`src/rtl/rv_mem_pkg.sv`:
```
// Shared definitions for the unified memory port: access lengths,
// arbiter state encoding and transaction owner ids.
package rv_mem_pkg;

  localparam logic [1:0] MEM_LEN_NONE = 2'b00;
  localparam logic [1:0] MEM_LEN_BYTE = 2'b01;
  localparam logic [1:0] MEM_LEN_HALF = 2'b10;
  localparam logic [1:0] MEM_LEN_WORD = 2'b11;

  typedef enum logic [1:0] {
    ARB_IDLE = 2'd0,
    ARB_REQ  = 2'd1,
    ARB_WAIT = 2'd2,
    ARB_RESP = 2'd3
  } arb_state_t;

  typedef enum logic {
    OWN_IF = 1'b0,
    OWN_DM = 1'b1
  } owner_t;

endpackage

```
`src/rtl/mem_timeout_counter.sv`:
```
// Counts WAIT cycles without a memory response; o_expired flags the cycle
// whose increment would reach TIMEOUT_CYCLES.
module mem_timeout_counter #(
  parameter int TIMEOUT_CYCLES = 255
) (
  input  logic i_clk,
  input  logic i_reset,
  input  logic i_clear,
  input  logic i_enable,
  output logic o_expired
);

  localparam int CNT_W = $clog2(TIMEOUT_CYCLES + 1);

  logic [CNT_W-1:0] r_count;

  always_ff @(posedge i_clk) begin
    if (i_reset || i_clear) begin
      r_count <= '0;
    end else if (i_enable && (r_count != CNT_W'(TIMEOUT_CYCLES))) begin
      r_count <= r_count + 1'b1;
    end
  end

  // Not gated by i_enable so the arbiter can use it to decide i_enable's effect.
  assign o_expired = (r_count == CNT_W'(TIMEOUT_CYCLES - 1));

endmodule

```
`src/rtl/mem_port_arbiter.sv`:
```
// Shares one single-port memory between instruction fetch and load/store,
// one transaction at a time, with a data-streak limit and response timeout.
module mem_port_arbiter
  import rv_mem_pkg::*;
#(
  parameter int ADDR_W         = 32,
  parameter int DATA_W         = 32,
  parameter int MAX_DM_STREAK  = 4,
  parameter int TIMEOUT_CYCLES = 255,
  localparam int STREAK_W      = $clog2(MAX_DM_STREAK + 1)
) (
  input  logic                SYS_clk,
  input  logic                SYS_reset,
  input  logic                IF_req,
  input  logic [ADDR_W-1:0]   IF_addr,
  output logic                IF_done,
  output logic                IF_err,
  output logic [DATA_W-1:0]   IF_rdata,
  input  logic                DM_req,
  input  logic                DM_we,
  input  logic [1:0]          DM_length,
  input  logic                DM_signed,
  input  logic [ADDR_W-1:0]   DM_addr,
  input  logic [DATA_W-1:0]   DM_wdata,
  output logic                DM_done,
  output logic                DM_err,
  output logic [DATA_W-1:0]   DM_rdata,
  output logic                MEM_req,
  output logic                MEM_we,
  output logic [1:0]          MEM_length,
  output logic                MEM_signed,
  output logic [ADDR_W-1:0]   MEM_addr,
  output logic [DATA_W-1:0]   MEM_wdata,
  input  logic                MEM_ready,
  input  logic                MEM_rvalid,
  input  logic [DATA_W-1:0]   MEM_rdata,
  output logic [1:0]          DBG_state,
  output logic [STREAK_W-1:0] DBG_streak
);

  arb_state_t          r_state;
  arb_state_t          w_state_nxt;
  owner_t              r_owner;
  logic [STREAK_W-1:0] r_streak;

  logic w_grant;
  logic w_grant_dm;
  logic w_tmo_clear;
  logic w_tmo_en;
  logic w_tmo_expired;
  logic w_capture;
  logic w_resp_err;
  logic w_resp_enter;
  logic w_resp_dm;

  mem_timeout_counter #(
    .TIMEOUT_CYCLES(TIMEOUT_CYCLES)
  ) u_timeout (
    .i_clk    (SYS_clk),
    .i_reset  (SYS_reset),
    .i_clear  (w_tmo_clear),
    .i_enable (w_tmo_en),
    .o_expired(w_tmo_expired)
  );

  always_comb begin
    w_state_nxt = r_state;
    w_grant     = 1'b0;
    w_grant_dm  = 1'b0;
    w_tmo_clear = 1'b0;
    w_tmo_en    = 1'b0;
    w_capture   = 1'b0;
    w_resp_err  = 1'b0;
    case (r_state)
      ARB_IDLE: begin
        if (IF_req || DM_req) begin
          w_grant = 1'b1;
          // Data wins unless fetch has been passed over MAX_DM_STREAK times.
          w_grant_dm = DM_req && !(IF_req && (r_streak == STREAK_W'(MAX_DM_STREAK)));
          if (w_grant_dm && (DM_length == MEM_LEN_NONE)) begin
            w_state_nxt = ARB_RESP;
          end else begin
            w_state_nxt = ARB_REQ;
            w_tmo_clear = 1'b1;
          end
        end
      end
      ARB_REQ: begin
        if (MEM_ready) w_state_nxt = ARB_WAIT;
      end
      ARB_WAIT: begin
        if (MEM_rvalid) begin
          w_capture   = 1'b1;
          w_state_nxt = ARB_RESP;
        end else begin
          w_tmo_en = 1'b1;
          if (w_tmo_expired) begin
            w_resp_err  = 1'b1;
            w_state_nxt = ARB_RESP;
          end
        end
      end
      ARB_RESP: w_state_nxt = ARB_IDLE;
      default:  w_state_nxt = ARB_IDLE;
    endcase
  end

  assign w_resp_enter = (r_state != ARB_RESP) && (w_state_nxt == ARB_RESP);
  assign w_resp_dm    = (r_state == ARB_IDLE) ? w_grant_dm : (r_owner == OWN_DM);

  always_ff @(posedge SYS_clk) begin
    if (SYS_reset) begin
      r_state    <= ARB_IDLE;
      r_owner    <= OWN_IF;
      r_streak   <= '0;
      IF_done    <= 1'b0;
      IF_err     <= 1'b0;
      IF_rdata   <= '0;
      DM_done    <= 1'b0;
      DM_err     <= 1'b0;
      DM_rdata   <= '0;
      MEM_req    <= 1'b0;
      MEM_we     <= 1'b0;
      MEM_length <= MEM_LEN_NONE;
      MEM_signed <= 1'b0;
      MEM_addr   <= '0;
      MEM_wdata  <= '0;
    end else begin
      r_state <= w_state_nxt;
      IF_done <= w_resp_enter && !w_resp_dm && !w_resp_err;
      IF_err  <= w_resp_enter && !w_resp_dm &&  w_resp_err;
      DM_done <= w_resp_enter &&  w_resp_dm && !w_resp_err;
      DM_err  <= w_resp_enter &&  w_resp_dm &&  w_resp_err;

      if (w_grant) begin
        MEM_req <= (w_state_nxt == ARB_REQ);
        if (w_grant_dm) begin
          r_owner    <= OWN_DM;
          r_streak   <= IF_req ? r_streak + 1'b1 : '0;
          MEM_we     <= DM_we;
          MEM_length <= DM_length;
          MEM_signed <= DM_signed;
          MEM_addr   <= DM_addr;
          MEM_wdata  <= DM_wdata;
        end else begin
          r_owner    <= OWN_IF;
          r_streak   <= '0;
          MEM_we     <= 1'b0;
          MEM_length <= MEM_LEN_WORD;
          MEM_signed <= 1'b0;
          MEM_addr   <= IF_addr;
          MEM_wdata  <= '0;
        end
      end else if ((r_state == ARB_REQ) && MEM_ready) begin
        MEM_req <= 1'b0;
      end

      if (w_capture) begin
        if (r_owner == OWN_DM) DM_rdata <= MEM_rdata;
        else                   IF_rdata <= MEM_rdata;
      end
    end
  end

  assign DBG_state  = r_state;
  assign DBG_streak = r_streak;

endmodule

```
`config.mk`:
```
export PLATFORM = sky130hd
export DESIGN_NAME = mem_port_arbiter
export DESIGN_NICKNAME = d
export VERILOG_FILES = /design/src/rtl/rv_mem_pkg.sv /design/src/rtl/mem_timeout_counter.sv /design/src/rtl/mem_port_arbiter.sv
export SDC_FILE = /design/constraint.sdc
export NUM_CORES = 1
export LEC_CHECK = 0
export CORE_UTILIZATION = 40
export CTS_CLUSTER_SIZE = 24
export DETAILED_ROUTE_END_ITERATION = 16
export GPL_ROUTABILITY_DRIVEN = 0
export GPL_TIMING_DRIVEN = 0
export PLACE_DENSITY = 0.91
export REMOVE_ABC_BUFFERS = 1
export SYNTH_ARGS = -nofsm -noshare
export SYNTH_HDL_FRONTEND = slang
export SYNTH_SLANG_ARGS = --single-unit
```
`constraint.sdc`:
```
create_clock -name SYS_clk -period 2 [get_ports SYS_clk]
set_clock_uncertainty 0.15 [all_clocks]
set_input_delay 0.2 -clock SYS_clk [delete_from_list [all_inputs] [get_ports SYS_clk]]
set_output_delay 0.2 -clock SYS_clk [all_outputs]
set_load 0.03 [all_outputs]
```
## Word-level counts from Yosys, hierarchy flattened

Index checks and enable logic that the tools add are counted.

| word-level totals | value |
|---|---|
| logic and storage cells | 81 |
| input bits | 138 |
| bits in registers | 151 |

| cells by class | value |
|---|---|
| mux-type cells | 31 |
| $add $sub $neg | 2 |
| reduce and logical (&&, ||, !) cells | 22 |
| equality and inequality tests | 9 |
| bitwise logic cells | 1 |

Operator list:

| cell | number |
|---|---|
| two-way mux 32 bit | 2 |
| two-way mux 1 bit | 20 |
| logical AND 1 bit | 12 |
| two-way mux 2 bit | 6 |
| adder 8 x 1 -> 8 bit, second input constant | 1 |
| == test 8 bit, second input constant | 1 |
| inequality test 8 bit, second input constant | 1 |
| case mux 2 bit (4 select lines) | 1 |
| == test 2 bit, second input constant | 3 |
| two-way mux 3 bit | 2 |
| == test 2 x 1 -> 1 bit, second input constant | 2 |
| zero test 2 bit | 2 |
| AND reduction 2 bit | 2 |
| adder 3 x 1 -> 3 bit, second input constant | 1 |
| == test 3 bit, second input constant | 1 |
| zero test 1 bit | 3 |
| logical OR 1 bit | 2 |
| inequality test 2 bit, second input constant | 1 |
| nonzero test 2 bit | 1 |
| NOT 1 bit | 1 |

## Depth between registers and ports, before layout

Gate-level depths: netlist (run 1).

| logic depth | value |
|---|---|
| word-level depth | 12 |
| gate-level depth with buffers | 8 |
| depth with buffers taken out | 6 |

## Cells and area by module

Synthesis (run 1) repeated with hierarchy kept, for this count alone.

| unflattened totals | value |
|---|---|
| cell total of the unflattened synthesis | 738 |
| area total of the unflattened synthesis | 6323.6 um^2 |

By module, submodules not included:

| module | cells an instance | area an instance (um^2) | times used | sequential area each (um^2) |
|---|---|---|---|---|
| mem_port_arbiter | 688 | 5874.4 | 1 | 2862.7 |
| mem_timeout_counter | 50 | 449.2 | 1 | 160.2 |

## Worst setup path before layout (run 1)

No wires, ideal clock.

| timing path | value |
|---|---|
| kind | register to register |
| start | register r_state[1] (netlist: DBG_state[1]) |
| end | register u_timeout.r_count[5] |
| path buffers | 0 |
| cell stages (with the launch flop) | 5 |
| arrival time | 1757 ps |
| library setup time | 73 ps |
| slack | 20 ps |
| period minus slack after synthesis | 1980 ps |
| path through | dfxtp_1 or3b_1 o21bai_4 or4_1 a21oi_1 |

| on the way | value |
|---|---|
| longest elaborated chain between the ends | 3 |
| elaborated cells on any way between the ends | 6 |
| classes of those cells | eq/ne (1); mux (2); reduce/logical (3) |

Ends and longest elaborated chain:

| item | RTL line | text |
|---|---|---|
| from (decl) | mem_port_arbiter.sv:41 | `arb_state_t r_state;` |
| from (signal assigned) | mem_port_arbiter.sv:129 | `r_state <= w_state_nxt;` |
| == test 2 bit or zero test 2 bit (tied branches) | mem_port_arbiter.sv:74 | `case (r_state)` |
| two-way mux 1 bit | mem_port_arbiter.sv:74 |  |
| logical AND 1 bit or logical OR 1 bit (tied branches) | mem_timeout_counter.sv:20, mem_timeout_counter.sv:18 |  |
| to (signal assigned) | mem_timeout_counter.sv:21 | `r_count <= r_count + 1'b1;` |
| to (decl) | mem_timeout_counter.sv:15 | `logic [CNT_W-1:0] r_count;` |

Several ways; a longest one is shown, not always the timed one.
A chain may end at the register's enable or synchronous reset.

## Worst setup path after layout (run 1)

| timing path | value |
|---|---|
| start | register r_streak[0] (netlist: DBG_streak[0]) |
| end | register MEM_wdata[19] |

| on the way | value |
|---|---|
| longest elaborated chain between the ends | 7 |

Ends and longest elaborated chain:

| item | RTL line | text |
|---|---|---|
| from (decl) | mem_port_arbiter.sv:44 | `logic [STREAK_W-1:0] r_streak;` |
| from (signal assigned) | mem_port_arbiter.sv:139 | `r_streak <= IF_req ? r_streak + 1'b1 : '0;` |
| == test 3 bit | mem_port_arbiter.sv:79 | `w_grant_dm = DM_req && !(IF_req && (r_streak == STREAK_W'(MAX_DM_STREAK)));` |
| logical AND 1 bit | mem_port_arbiter.sv:79 |  |
| zero test 1 bit | mem_port_arbiter.sv:79 |  |
| logical AND 1 bit | mem_port_arbiter.sv:79 |  |
| two-way mux 1 bit | mem_port_arbiter.sv:76 | `if (IF_req \|\| DM_req) begin` |
| two-way mux 1 bit | mem_port_arbiter.sv:74 |  |
| two-way mux 32 bit | mem_port_arbiter.sv:137 | `if (w_grant_dm) begin` |
| to (signal assigned) | mem_port_arbiter.sv:144 | `MEM_wdata <= DM_wdata;` |
| to (decl) | mem_port_arbiter.sv:33 | `output logic [DATA_W-1:0] MEM_wdata,` |

No other way between the ends.

==> impl_metrics.json, run 1 <==
{
  "status": "finished clean",
  "r2r-start": "DBG_streak[0]",
  "rsz0062_at_grt": "no",
  "final_cell_mix": "276 x clkdlybuf4s50_1, 166 x nand2_1, 149 x dfxtp_1",
  "hold_violations": 0,
  "p_leak_nw": 3.17,
  "vdd_ir_drop_max_v": 0.000500,
  "grt_max_degree": 74,
  "maxCapViolations": 0,
  "avgSynthCellArea_um2": 8.51,
  "cts_root_buf": "clkbuf_16",
  "grt_overflow_total": 0,
  "fill_cells": 1001,
  "yosys.area.top_type": "dfxtp_1",
  "first_pass_iters": 4,
  "synth_edf_count": 0,
  "worstMarginPinSlew_ps": 745,
  "insertion_delay_ps": 410,
  "grt_pass1_vias": 5612,
  "r2r-end": "MEM_wdata[19]",
  "netlist-cell-type-count": 39,
  "clock.fmax_ghz": 0.532,
  "fp-row-count": 42,
  "grt_pass1_wl_um": 27600,
  "min_period_ps": 1880,
  "synth_seq_cells": 151,
  "finalCritPeriodShare_pct": 94.0,
  "clock_sinks": 151,
  "track_usage_pct": 24.7,
  "diodes": 0,
  "relSlewSlack_pct": 50.4,
  "design.die.area_um2": 14300,
  "critPathKind": "reg -> reg",
  "hold_ws_ps": 200,
  "routedWlPerCell_um": 17.0,
  "crit_end": "MEM_wdata[19]",
  "area_growth_syn_to_layout_pct": 65.8,
  "synth_top_area_share_pct": 54.5,
  "die_h_um": 120,
  "drcViolationCount": 0,
  "fp.coreArea_um2": 13400,
  "clkTransAtPathRegs_ps": 60,
  "worstSetupEndpointType": "register",
  "synth_ff_type": "dfxtp_1",
  "antenna_found_initial": 0,
  "io-pin-count": 280,
  "async_flop_share_pct": 0,
  "vias": 5826,
  "drt_wl_total_um": 18700,
  "nets": 1052,
  "layout-drive-gt1-share_pct": 6.40,
  "dieWidth_um": 120,
  "ys_seq_area_share_pct": 54.5,
  "ys_warn_count": 0,
  "hpwl_um": 12700,
  "cts_max_level": 4,
  "required_ps": 2140,
  "setup_viol": 0,
  "syn_area_um2": 5550,
  "cts_buffer_depth": 2,
  "hold_class": "in -> reg",
  "ys_top_cells_by_area": "dfxtp_1 55%, nand2_1 11%, a21oi_1 9.3%",
  "final_common_cell": "clkdlybuf4s50_1",
  "drt-initial-drc-count": 436,
  "detail-route-antenna-nets": 0,
  "viasPerCell": 5.31,
  "setup_slack_ps": 121,
  "port_buffers": 279,
  "cts_made_buffers": 17,
  "cp-start-kind": "register",
  "cp_max_fo": 25,
  "maxSlewViolCount": 0,
  "powerDensity_nw_per_um2": 865,
  "rr_worst_depth": 8,
  "design_area_um2": 9190,
  "crit_start": "DBG_streak[0]",
  "fin_tns_setup_ps": 0,
  "rrSetupSlack_ps": 120,
  "initial_utilization_pct": 41.4,
  "cp.arrival_ps": 2020,
  "placed_area_um2": 8480,
  "tritoncts": "built",
  "place_worst_setup_slack_ps": -638,
  "syn_inst": 652
}
[critical path: stages (launching register included)]
cell and delay [ps]:
dfxtp_1 340, inv_1 80, ha_1 170, nand3_2 140
and3_4 250, buf_4 160, clkbuf_16 190, a22oi_1 210
nor2_1 70
[sequential cells by signal, summed over array words and instances, names as in the netlist, 2 cells and up]
name	count
DBG_state	2
DBG_streak	3
DM_rdata	32
IF_rdata	32
MEM_addr	32
MEM_length	2
MEM_wdata	32
u_timeout.r_count	8
[cells in the mapped netlist (2+ instances only)]
cell      count
o221ai_1     32
nor3_1        6
clkbuf_1     42
inv_1         6
dfxtp_1     151
xor2_1        2
o31ai_1       2
and3_1        4
nand2_1     167
a22oi_1      34
a32oi_1       2
nand3_1       9
o21ai_0       4
a21oi_1     103
nor2_1       46
nand4_1       3
or4_1         2
nor2b_1       6
ha_1          4
buf_2         8
[routing by layer]
| layer | global-route usage [%] | routed length [um] | vias up |
|---|---|---|---|
| met4 | 14.8 | 833 | 0 |
| met2 | 41.8 | 9180 | 293 |
| met3 | 7.27 | 1500 | 46 |
| li1 | - | - | 2789 |
| met1 | 27.3 | 7150 | 2698 |
| met5 | 0 | 0 | - |
[through the flow]
stage	std cells	util (%)	power, mW
after global routing	1098	68.6	8.24
after detailed placement	1062	63.2	4.81
after floorplan	601	-	3.97
after CTS	1093	67.7	7.94
final	1098	68.6	7.95
after global placement	1056	62.3	4.73
[layout make-up]
class	count	area (um2)	share of cell area (%)
Inverter	6	22.5	0.245
Multi-Input combinational cell	446	2400	26.1
Clock buffer	20	457	4.97
Tap cell	176	220	2.40
Clock inverter	11	124	1.35
Timing Repair Buffer	288	2950	32.1
Sequential cell	151	3030	32.9
[where the power goes]
part | switching (mW) | total [mW] | leakage (nW) | internal (mW)
Sequential | 0.0946 | 3.26 | 1.23 | 3.16
Clock | 1.24 | 3.14 | 0.279 | 1.90
Combinational | 0.841 | 1.55 | 1.66 | 0.710
Total | 2.18 | 7.95 | 3.17 | 5.77
[worst min path at each step]
stage	startpoint	end	slack, ps	cells after the start
floorplan	SYS_reset	DBG_state[1]	120	1
global placement	DM_rdata[11]	DM_rdata[11]	290	2
detailed placement	DM_rdata[11]	DM_rdata[11]	300	2
CTS	SYS_reset	MEM_wdata[16]	160	2
global route	SYS_reset	MEM_wdata[16]	200	2
finish	SYS_reset	IF_rdata[14]	200	2
[cell families after synthesis]
family	Yosys count	synth area share, %
AOI/OAI and AO/OA	185	21.2
DFF	151	54.5
xor gates and xnor gates	3	0.474
buffers and inverters	57	4.17
and+or+nand+nor	252	18.8
adders and majority gates	4	0.902
[what timing repair did]
action | CTS | global route
resized for setup | 7 | 15
cloned | 0 | 3
hold buffers | 0 | 0
setup endpoints to repair | 126 | 138
buffers inserted | 0 | 2
No activity file was read; power rests on OpenSTA's default activity.
==> run 2, diff against run 1 <==
--- a/config.mk
+++ b/config.mk
@@ -11,7 +11,6 @@
 export GPL_ROUTABILITY_DRIVEN = 0
 export GPL_TIMING_DRIVEN = 0
 export PLACE_DENSITY = 0.91
-export REMOVE_ABC_BUFFERS = 1
 export SYNTH_ARGS = -nofsm -noshare
 export SYNTH_HDL_FRONTEND = slang
 export SYNTH_SLANG_ARGS = --single-unit
==> impl_metrics.json, run 2 (synthesis results as in run 1) <==
{
  "first_pass_iters": 5,
  "placed_area_um2": 8560,
  "cts_max_level": 4,
  "drcViolationCount": 0,
  "r2r-start": "DBG_state[0]",
  "fp-row-count": 42,
  "fp.coreArea_um2": 13400,
  "nets": 1095,
  "vdd_ir_drop_max_v": 0.000701,
  "rsz0062_at_grt": "yes",
  "grt_pass1_vias": 6128,
  "grt_pass1_wl_um": 31200,
  "io-pin-count": 280,
  "viasPerCell": 5.30,
  "tritoncts": "built",
  "required_ps": 2200,
  "clock.fmax_ghz": 0.518,
  "routedWlPerCell_um": 17.7,
  "critPathKind": "in -> reg",
  "design_area_um2": 9260,
  "clock_sinks": 151,
  "final_common_cell": "clkdlybuf4s50_1",
  "powerDensity_nw_per_um2": 868,
  "diodes": 0,
  "worstMarginPinSlew_ps": 624,
  "min_period_ps": 1930,
  "design.die.area_um2": 14300,
  "maxCapViolations": 0,
  "cp.arrival_ps": 2130,
  "setup_viol": 0,
  "initial_utilization_pct": 41.4,
  "hold_start": "MEM_rdata[6]",
  "p_leak_nw": 3.23,
  "hpwl_um": 14600,
  "cts_buffer_depth": 2,
  "relSlewSlack_pct": 58.4,
  "rr_worst_depth": 5,
  "drt_wl_total_um": 20200,
  "track_usage_pct": 28.2,
  "fill_cells": 992,
  "worstSetupEndpointType": "register",
  "setup_slack_ps": 68.3,
  "hold_class": "in -> reg",
  "path_cells": "clkdlybuf4s50_1, nor2_1, nor3_4, clkbuf_1, o221ai_1, a21oi_1",
  "r2r-end": "u_timeout.r_count[7]",
  "cts_made_buffers": 17,
  "holdPathEnd": "IF_rdata[6]",
  "port_buffers": 279,
  "vias": 6051,
  "layout-drive-gt1-share_pct": 6.94,
  "antenna_found_initial": 0,
  "die_h_um": 120,
  "status": "finished clean",
  "clkTransAtPathRegs_ps": 60,
  "finalCritPeriodShare_pct": 96.6,
  "max_stage_delay_ps": 620,
  "cts_root_buf": "clkbuf_16",
  "hold_depth": 3,
  "cp_max_fo": 10,
  "rrSetupSlack_ps": 70,
  "grt_max_degree": 17,
  "syn_nets": 794,
  "maxSlewViolCount": 0,
  "area_growth_syn_to_layout_pct": 66.9,
  "drt-initial-drc-count": 420,
  "cp-start-kind": "input port",
  "detail-route-antenna-nets": 0,
  "hold_violations": 0,
  "place_worst_setup_slack_ps": -1020,
  "insertion_delay_ps": 420,
  "hold_buffers": 0,
  "final_cell_mix": "278 x clkdlybuf4s50_1, 166 x nand2_1, 149 x dfxtp_1",
  "grt_overflow_total": 0,
  "dieWidth_um": 120,
  "cp_slowest_cell": "clkdlybuf4s50_1",
  "fin_total_pwr_mw": 8.04
}
-- run 2: cell types whose count changed in the layout (fill, tap and decap cells not counted), moves of 2 or more --
cell	before	now
clkbuf_1	1	32
buf_2	0	7
clkbuf_2	0	6
and3_1	1	4
and3_4	3	0
clkbuf_4	0	3
nand3_1	6	9
and3_2	2	0
buf_12	2	0
buf_16	2	0
clkdlybuf4s50_1	276	278
clkinv_2	3	1
inv_6	2	4
nand3_4	2	0
-- run 2: per-stage QoR --
stage	util, %	setup TNS (ps)	std cells	hold WS (ps)
5_1_grt	69.1	-19.9	1142	211
6_report	69.1	0	1142	204
2_1_floorplan	-	0	652	186
4_1_cts	68.6	0	1139	192
3_5_place_dp	63.9	-47370	1107	296
3_3_place_gp	63.9	-47940	1107	291
-- run 2: area by class of cell --
type	count	area [um2]	area share, %
Buffer	51	245	2.65
Tap cell	176	220	2.38
Timing Repair Buffer	281	2810	30.3
Clock buffer	20	457	4.93
Sequential cell	151	3030	32.7
Clock inverter	12	140	1.51
Inverter	6	22.5	0.243
Multi-Input combinational cell	445	2340	25.3
-- run 2: where the power goes --
group	total, mW	leakage [nW]	switching (mW)	internal (mW)
combinational	1.54	1.71	0.853	0.689
sequential	3.25	1.23	0.0909	3.16
clock	3.24	0.284	1.32	1.92
total	8.04	3.23	2.27	5.77
-- run 2: metal layers --
layer  vias to the layer above  track usage (%)  routed length [um]
met1                      2830             29.5                7460
met5                         -                0                   0
met3                        40             9.32                1760
met4                         0             13.2                 605
met2                       306             50.7               10400
li1                       2875                -                   -
-- run 2: repair_timing --
action / CTS / global route
pin swaps: 0 / 1
endpoints found under the setup margin: 81 / 90
cloned: 0 / 1
setup buffers: 0 / 2
gates resized for setup: 17 / 22
-- run 2: critical path, delay by kind of cell --
kind	cells	cell delay, ps
buf+inv	2	1040
compound gates	2	400
simple gates	2	480
-- run 2: how the worst max path moves through the flow --
stage | startpoint | end | depth (start not counted)
detailed placement | IF_req | MEM_addr[13] | 6
CTS | DBG_streak[0] | MEM_addr[27] | 8
floorplan | DBG_state[1] | u_timeout.r_count[5] | 4
global placement | IF_req | MEM_addr[13] | 6
finish | IF_req | MEM_addr[27] | 6
global route | IF_req | MEM_addr[22] | 6
==> run 3, diff against run 2 <==
--- a/config.mk
+++ b/config.mk
@@ -5,12 +5,14 @@
 export SDC_FILE = /design/constraint.sdc
 export NUM_CORES = 1
 export LEC_CHECK = 0
+export CAP_MARGIN = 40
 export CORE_UTILIZATION = 40
 export CTS_CLUSTER_SIZE = 24
 export DETAILED_ROUTE_END_ITERATION = 16
 export GPL_ROUTABILITY_DRIVEN = 0
 export GPL_TIMING_DRIVEN = 0
 export PLACE_DENSITY = 0.91
+export SLEW_MARGIN = 15
 export SYNTH_ARGS = -nofsm -noshare
 export SYNTH_HDL_FRONTEND = slang
 export SYNTH_SLANG_ARGS = --single-unit
==> impl_metrics.json, run 3 (synthesis results as in run 1) <==
{
  "status": "finished clean",
  "final_common_cell": "clkdlybuf4s50_1",
  "finalCritPeriodShare_pct": 98.3,
  "initial_utilization_pct": 41.4,
  "cp.arrival_ps": 2100,
  "relSlewSlack_pct": 60.6,
  "nets": 1097,
  "track_usage_pct": 27.9,
  "share_seq_of_total_power_pct": 41.5,
  "clock.fmax_ghz": 0.509,
  "min_period_ps": 1970,
  "hold_buffers": 0,
  "final_cell_mix": "279 x clkdlybuf4s50_1, 167 x nand2_1, 149 x dfxtp_1",
  "setup_viol": 0,
  "p_sw_mw": 2.27,
  "hold_violations": 0,
  "clock_sinks": 151,
  "antenna_found_initial": 0,
  "grt_pass1_vias": 6092,
  "viasPerCell": 5.33,
  "grt_pass1_wl_um": 30900,
  "powerDensity_nw_per_um2": 851,
  "p_leak_nw": 3.22,
  "insertion_delay_ps": 430,
  "cp_top_family": "flip-flops",
  "detail-route-antenna-nets": 0,
  "power.internal_mw": 5.57,
  "grt_overflow_total": 0,
  "layoutNonFillerInstCount": 1143,
  "routedWlPerCell_um": 17.6,
  "fp-row-count": 42,
  "maxSlewViolCount": 0,
  "cp_max_fo": 10,
  "placed_area_um2": 8570,
  "hpwl_um": 14600,
  "layout-drive-gt1-share_pct": 7.24,
  "grt_max_degree": 17,
  "rsz0062_at_grt": "yes",
  "syn_nets": 794,
  "fin_tns_setup_ps": 0,
  "diodes": 0,
  "power_frac_comb_pct": 19.7,
  "cp_slowest_cell": "dfxtp_1",
  "worstSetupEndpointType": "register",
  "area_growth_syn_to_layout_pct": 66.1,
  "die_h_um": 120,
  "vias": 6090,
  "required_ps": 2140,
  "pwr-share-clk_pct": 38.8,
  "cts_made_buffers": 17,
  "worstMarginPinSlew_ps": 591,
  "fp.coreArea_um2": 13400,
  "design_area_um2": 9210,
  "hold_class": "in -> reg",
  "place_worst_setup_slack_ps": -716,
  "path_cells": "inv_1, ha_1, nand3_1, nand2_1, clkbuf_4, o221ai_1, a21oi_1",
  "drcViolationCount": 0,
  "first_pass_iters": 5,
  "fin_total_pwr_mw": 7.84,
  "tritoncts": "built",
  "fill_cells": 1007,
  "cp-start-kind": "register",
  "maxCapViolations": 0,
  "cts_max_level": 4,
  "port_buffers": 279,
  "critPathKind": "reg -> reg",
  "cts_buffer_depth": 2,
  "cts_root_buf": "clkbuf_16",
  "p_sw_share_pct": 28.9,
  "drt_wl_total_um": 20100,
  "vdd_ir_drop_max_v": 0.000655,
  "dieWidth_um": 120,
  "design.die.area_um2": 14300,
  "dp.cells": 1109,
  "max_stage_delay_ps": 400,
  "clkTransAtPathRegs_ps": 70,
  "setup_slack_ps": 33.8,
  "drt-initial-drc-count": 305,
  "io-pin-count": 280,
  "critPathBufInv": 2
}
==> run 3: cell types whose count changed in the layout (fill, tap and decap cells not counted), sizes merged <==
cell           previous run  this run
bufinv                    2         1
o21bai                    3         2
clkinv                    3         6
clkdlybuf4s50           278       279
dlygate4sd2               1         0
==> run 3: through the flow <==
step / hold WS (ps) / util (%)
2_1_floorplan: 186 / -
3_3_place_gp: 291 / 63.9
3_5_place_dp: 296 / 64.0
4_1_cts: 187 / 68.2
5_1_grt: 201 / 68.7
6_report: 200 / 68.7
==> run 3: what timing repair did <==
item	CTS	global route
resized for setup	13	25
pin swaps	0	1
setup endpoints to repair	63	132
buffers inserted	0	3
==> run 3: power by group through the flow <==
stage / clock (mW) / combinational, mW / sequential [mW]
2_1_floorplan: 0 / 0.438 / 3.60
3_3_place_gp: 0 / 1.48 / 3.31
3_5_place_dp: 0 / 1.51 / 3.31
4_1_cts: 3.06 / 1.53 / 3.25
5_1_grt: 3.20 / 1.64 / 3.27
6_report: 3.04 / 1.55 / 3.25
==> run 3: final cells by class <==
type	count	area, um2	area share (%)
well taps	176	220	2.39
flip-flops and latches	151	3030	32.8
multi-input cells	444	2320	25.2
plain buffers	51	245	2.66
inverters	6	22.5	0.244
clock buffers	17	425	4.62
clock inverters	14	128	1.39
repair buffers	284	2830	30.7
==> run 3: metal layers <==
layer / vias up / track usage [%] / share of wire [%]
met2: 285 / 50.6 / 51
met3: 38 / 10.0 / 8.8
met1: 2898 / 28.8 / 38
met4: 0 / 11.4 / 2.5
met5: - / 0 / 0
li1: 2869 / - / -
==> run 3: worst min-delay path, cell delays in order <==
cell,delay [ps]
clkdlybuf4s50_1,420
nand2_1,60
a21oi_1,50
==> run 3: worst paths after layout <==
kind                                     from            to  slack (ps)  cells past startpoint
worst min-delay path             MEM_rdata[3]   DM_rdata[3]         200                      3
worst max register to register  DBG_streak[1]  MEM_addr[13]          30                      7
worst min register to register    MEM_addr[6]   MEM_addr[6]         300                      2
worst max-delay path            DBG_streak[1]  MEM_addr[13]          30                      7
==> patch: new RTL, config.mk and constraints of run 2 <==
Compare `r_count` against `CNT_W'(TIMEOUT_CYCLES - 1)` with >= in place of ==.
--- a/src/rtl/mem_timeout_counter.sv
+++ b/src/rtl/mem_timeout_counter.sv
@@ -23,7 +23,7 @@
   end
 
   // Not gated by i_enable so the arbiter can use it to decide i_enable's effect.
-  assign o_expired = (r_count == CNT_W'(TIMEOUT_CYCLES - 1));
+  assign o_expired = (r_count >= CNT_W'(TIMEOUT_CYCLES - 1));
 
 endmodule
 
Behaviour: no difference found for any inputs over 4 cycles, from zero or initial values and one cycle with SYS_reset high; that may be too few to reach the edited logic, so the function may still have changed.
==> patch against run 2 <==
  * Worst setup slack improved by 0.0063 ns
  * Area after synthesis is 0.56% higher
  * Total power shrank 2.4%
  * Sequential cell count unchanged
  * Count of clock-buffer cells in the layout grew 2
  * Wire length is 2.1% lower
  * Maximum frequency up 0.33%
  * Final area grew 0.69%
==> patch: results <==
set metrics [dict create \
    status "complete, no violations" \
    track_usage_pct 26.8 \
    synth_compound_area_share_pct 20.8 \
    r2r-end "u_timeout.r_count[7]$_SDFFE_PP0P_" \
    clock_path_buffers 2 \
    p_leak_nw 3.28 \
    via_per_inst 5.25 \
    r2r_slack_ns 0.07 \
    min_path_cells 3 \
    finish.net_count 1096 \
    synth_xor_area_share_pct 0.471 \
    synth_fa_ha_area_share_pct 0.897 \
    drive_gt1_share_pct 8.38 \
    holdCritPathClass "primary input to flop" \
    synthTopCellsByArea "dfxtp_1 54%, nand2_1 11%, a21oi_1 9.0%" \
    synth_warnings 0 \
    n_antenna_cell 0 \
    dp_hpwl_mm 14.4 \
    clkSlewWorstSetupHoldPaths_ns 0.06 \
    holdWs_ns 0.209 \
    drtAntennaViolNets 0 \
    worst-r2r-cell-count 6 \
    wl_per_cell_um 17.3 \
    worst_hold_startpoint "MEM_rdata[5]" \
    ys_types 39 \
    async_flop_share_pct 0 \
    path_max_fanout 8 \
    synthMuxAreaShare_pct 0.179 \
    insertion_delay_ns 0.42 \
    syn_nets 795 \
    grt_max_degree 17 \
    layout_min_cycle_time_ns 1.93 \
    drt_iter0_markers 353 \
    drt-pass1-iter-count 6 \
    htreeDepth 4 \
    cts_inserted_buffers 17 \
    tightestPinTransition_ns 0.644 \
    crit_path_start "DBG_streak[0]$_SDFFE_PP0P_" \
    vias 6001 \
    grt_pass1_wl_mm 29.8 \
    fillCellCount 1051 \
    pre_cts_slack_ns -0.317 \
    ys_seq_area_share_pct 54.2 \
    port_buffers 279 \
    ir_drop_v 0.000583 \
    grt_antenna_before_repair 0 \
    grt_pass1_vias 5902 \
    avgSynthCellArea_um2 8.54 \
    hold_end "DM_rdata[5]$_SDFFE_PP0P_" \
    crit_path_end "u_timeout.r_count[7]$_SDFFE_PP0P_" \
    p_int_mw 5.63 \
    root_buffer "clkbuf_16" \
    required_ns 2.19 \
    synth_common_cells "164 x nand2_1, 151 x dfxtp_1, 100 x a21oi_1" \
]
==> patch: cell count changes in the layout (fill, tap and decap cells not counted), sizes merged, moves of 4 or more <==
| cell | delta |
|---|---|
| nand3 | -4 |
| clkbuf | -5 |
| nor2 | +4 |
| buf | +8 |
| nor3 | +6 |
| o21ai | -4 |
==> patch: repair_timing <==
action	in CTS	in global routing
setup endpoints to repair	30	126
gates resized for setup	13	44
setup buffers	0	3
pin swaps	0	5
==> patch: through the flow <==
stage	power (mW)	area [um^2]	utilization, %
after floorplan	4.06	5580	-
final	7.85	9320	69.6
after global placement	4.80	8590	64.1
after global routing	8.15	9320	69.6
after CTS	7.83	9190	68.6
after detailed placement	4.83	8590	64.1
==> patch: cell type report <==
type	instances	area share, %
multi-input combinational	444	25.8
tap	176	2.36
sequential	151	32.5
buffer	51	2.91
timing repair buffer	282	30.2
inverter	7	0.282
clock inverter	10	1.06
clock buffer	22	4.87
==> patch: power groups by stage <==
| stage | registers [mW] | logic [mW] | clock network [mW] |
|---|---|---|---|
| final | 3.26 | 1.58 | 3.00 |
| after global routing | 3.28 | 1.68 | 3.20 |
| after CTS | 3.26 | 1.53 | 3.04 |
| after detailed placement | 3.32 | 1.51 | 0 |
| after global placement | 3.31 | 1.48 | 0 |
| after floorplan | 3.60 | 0.454 | 0 |
==> patch: layer usage <==
layer	wire (um)	share of wire [%]	track usage, %	vias to the layer above
li1	-	-	-	2875
met1	7740	39	29.4	2826
met2	9840	50	46.9	260
met3	1630	8.2	7.89	40
met4	606	3.1	13.1	0
met5	0	0	0	-
==> patch: critical path, cell delays in order (launching register included) <==
cell and delay (ns):
dfxtp_4 0.36, inv_2 0.05, ha_4 0.14, and3_4 0.18
or4_4 0.51, a21o_4 0.26, a211oi_2 0.19
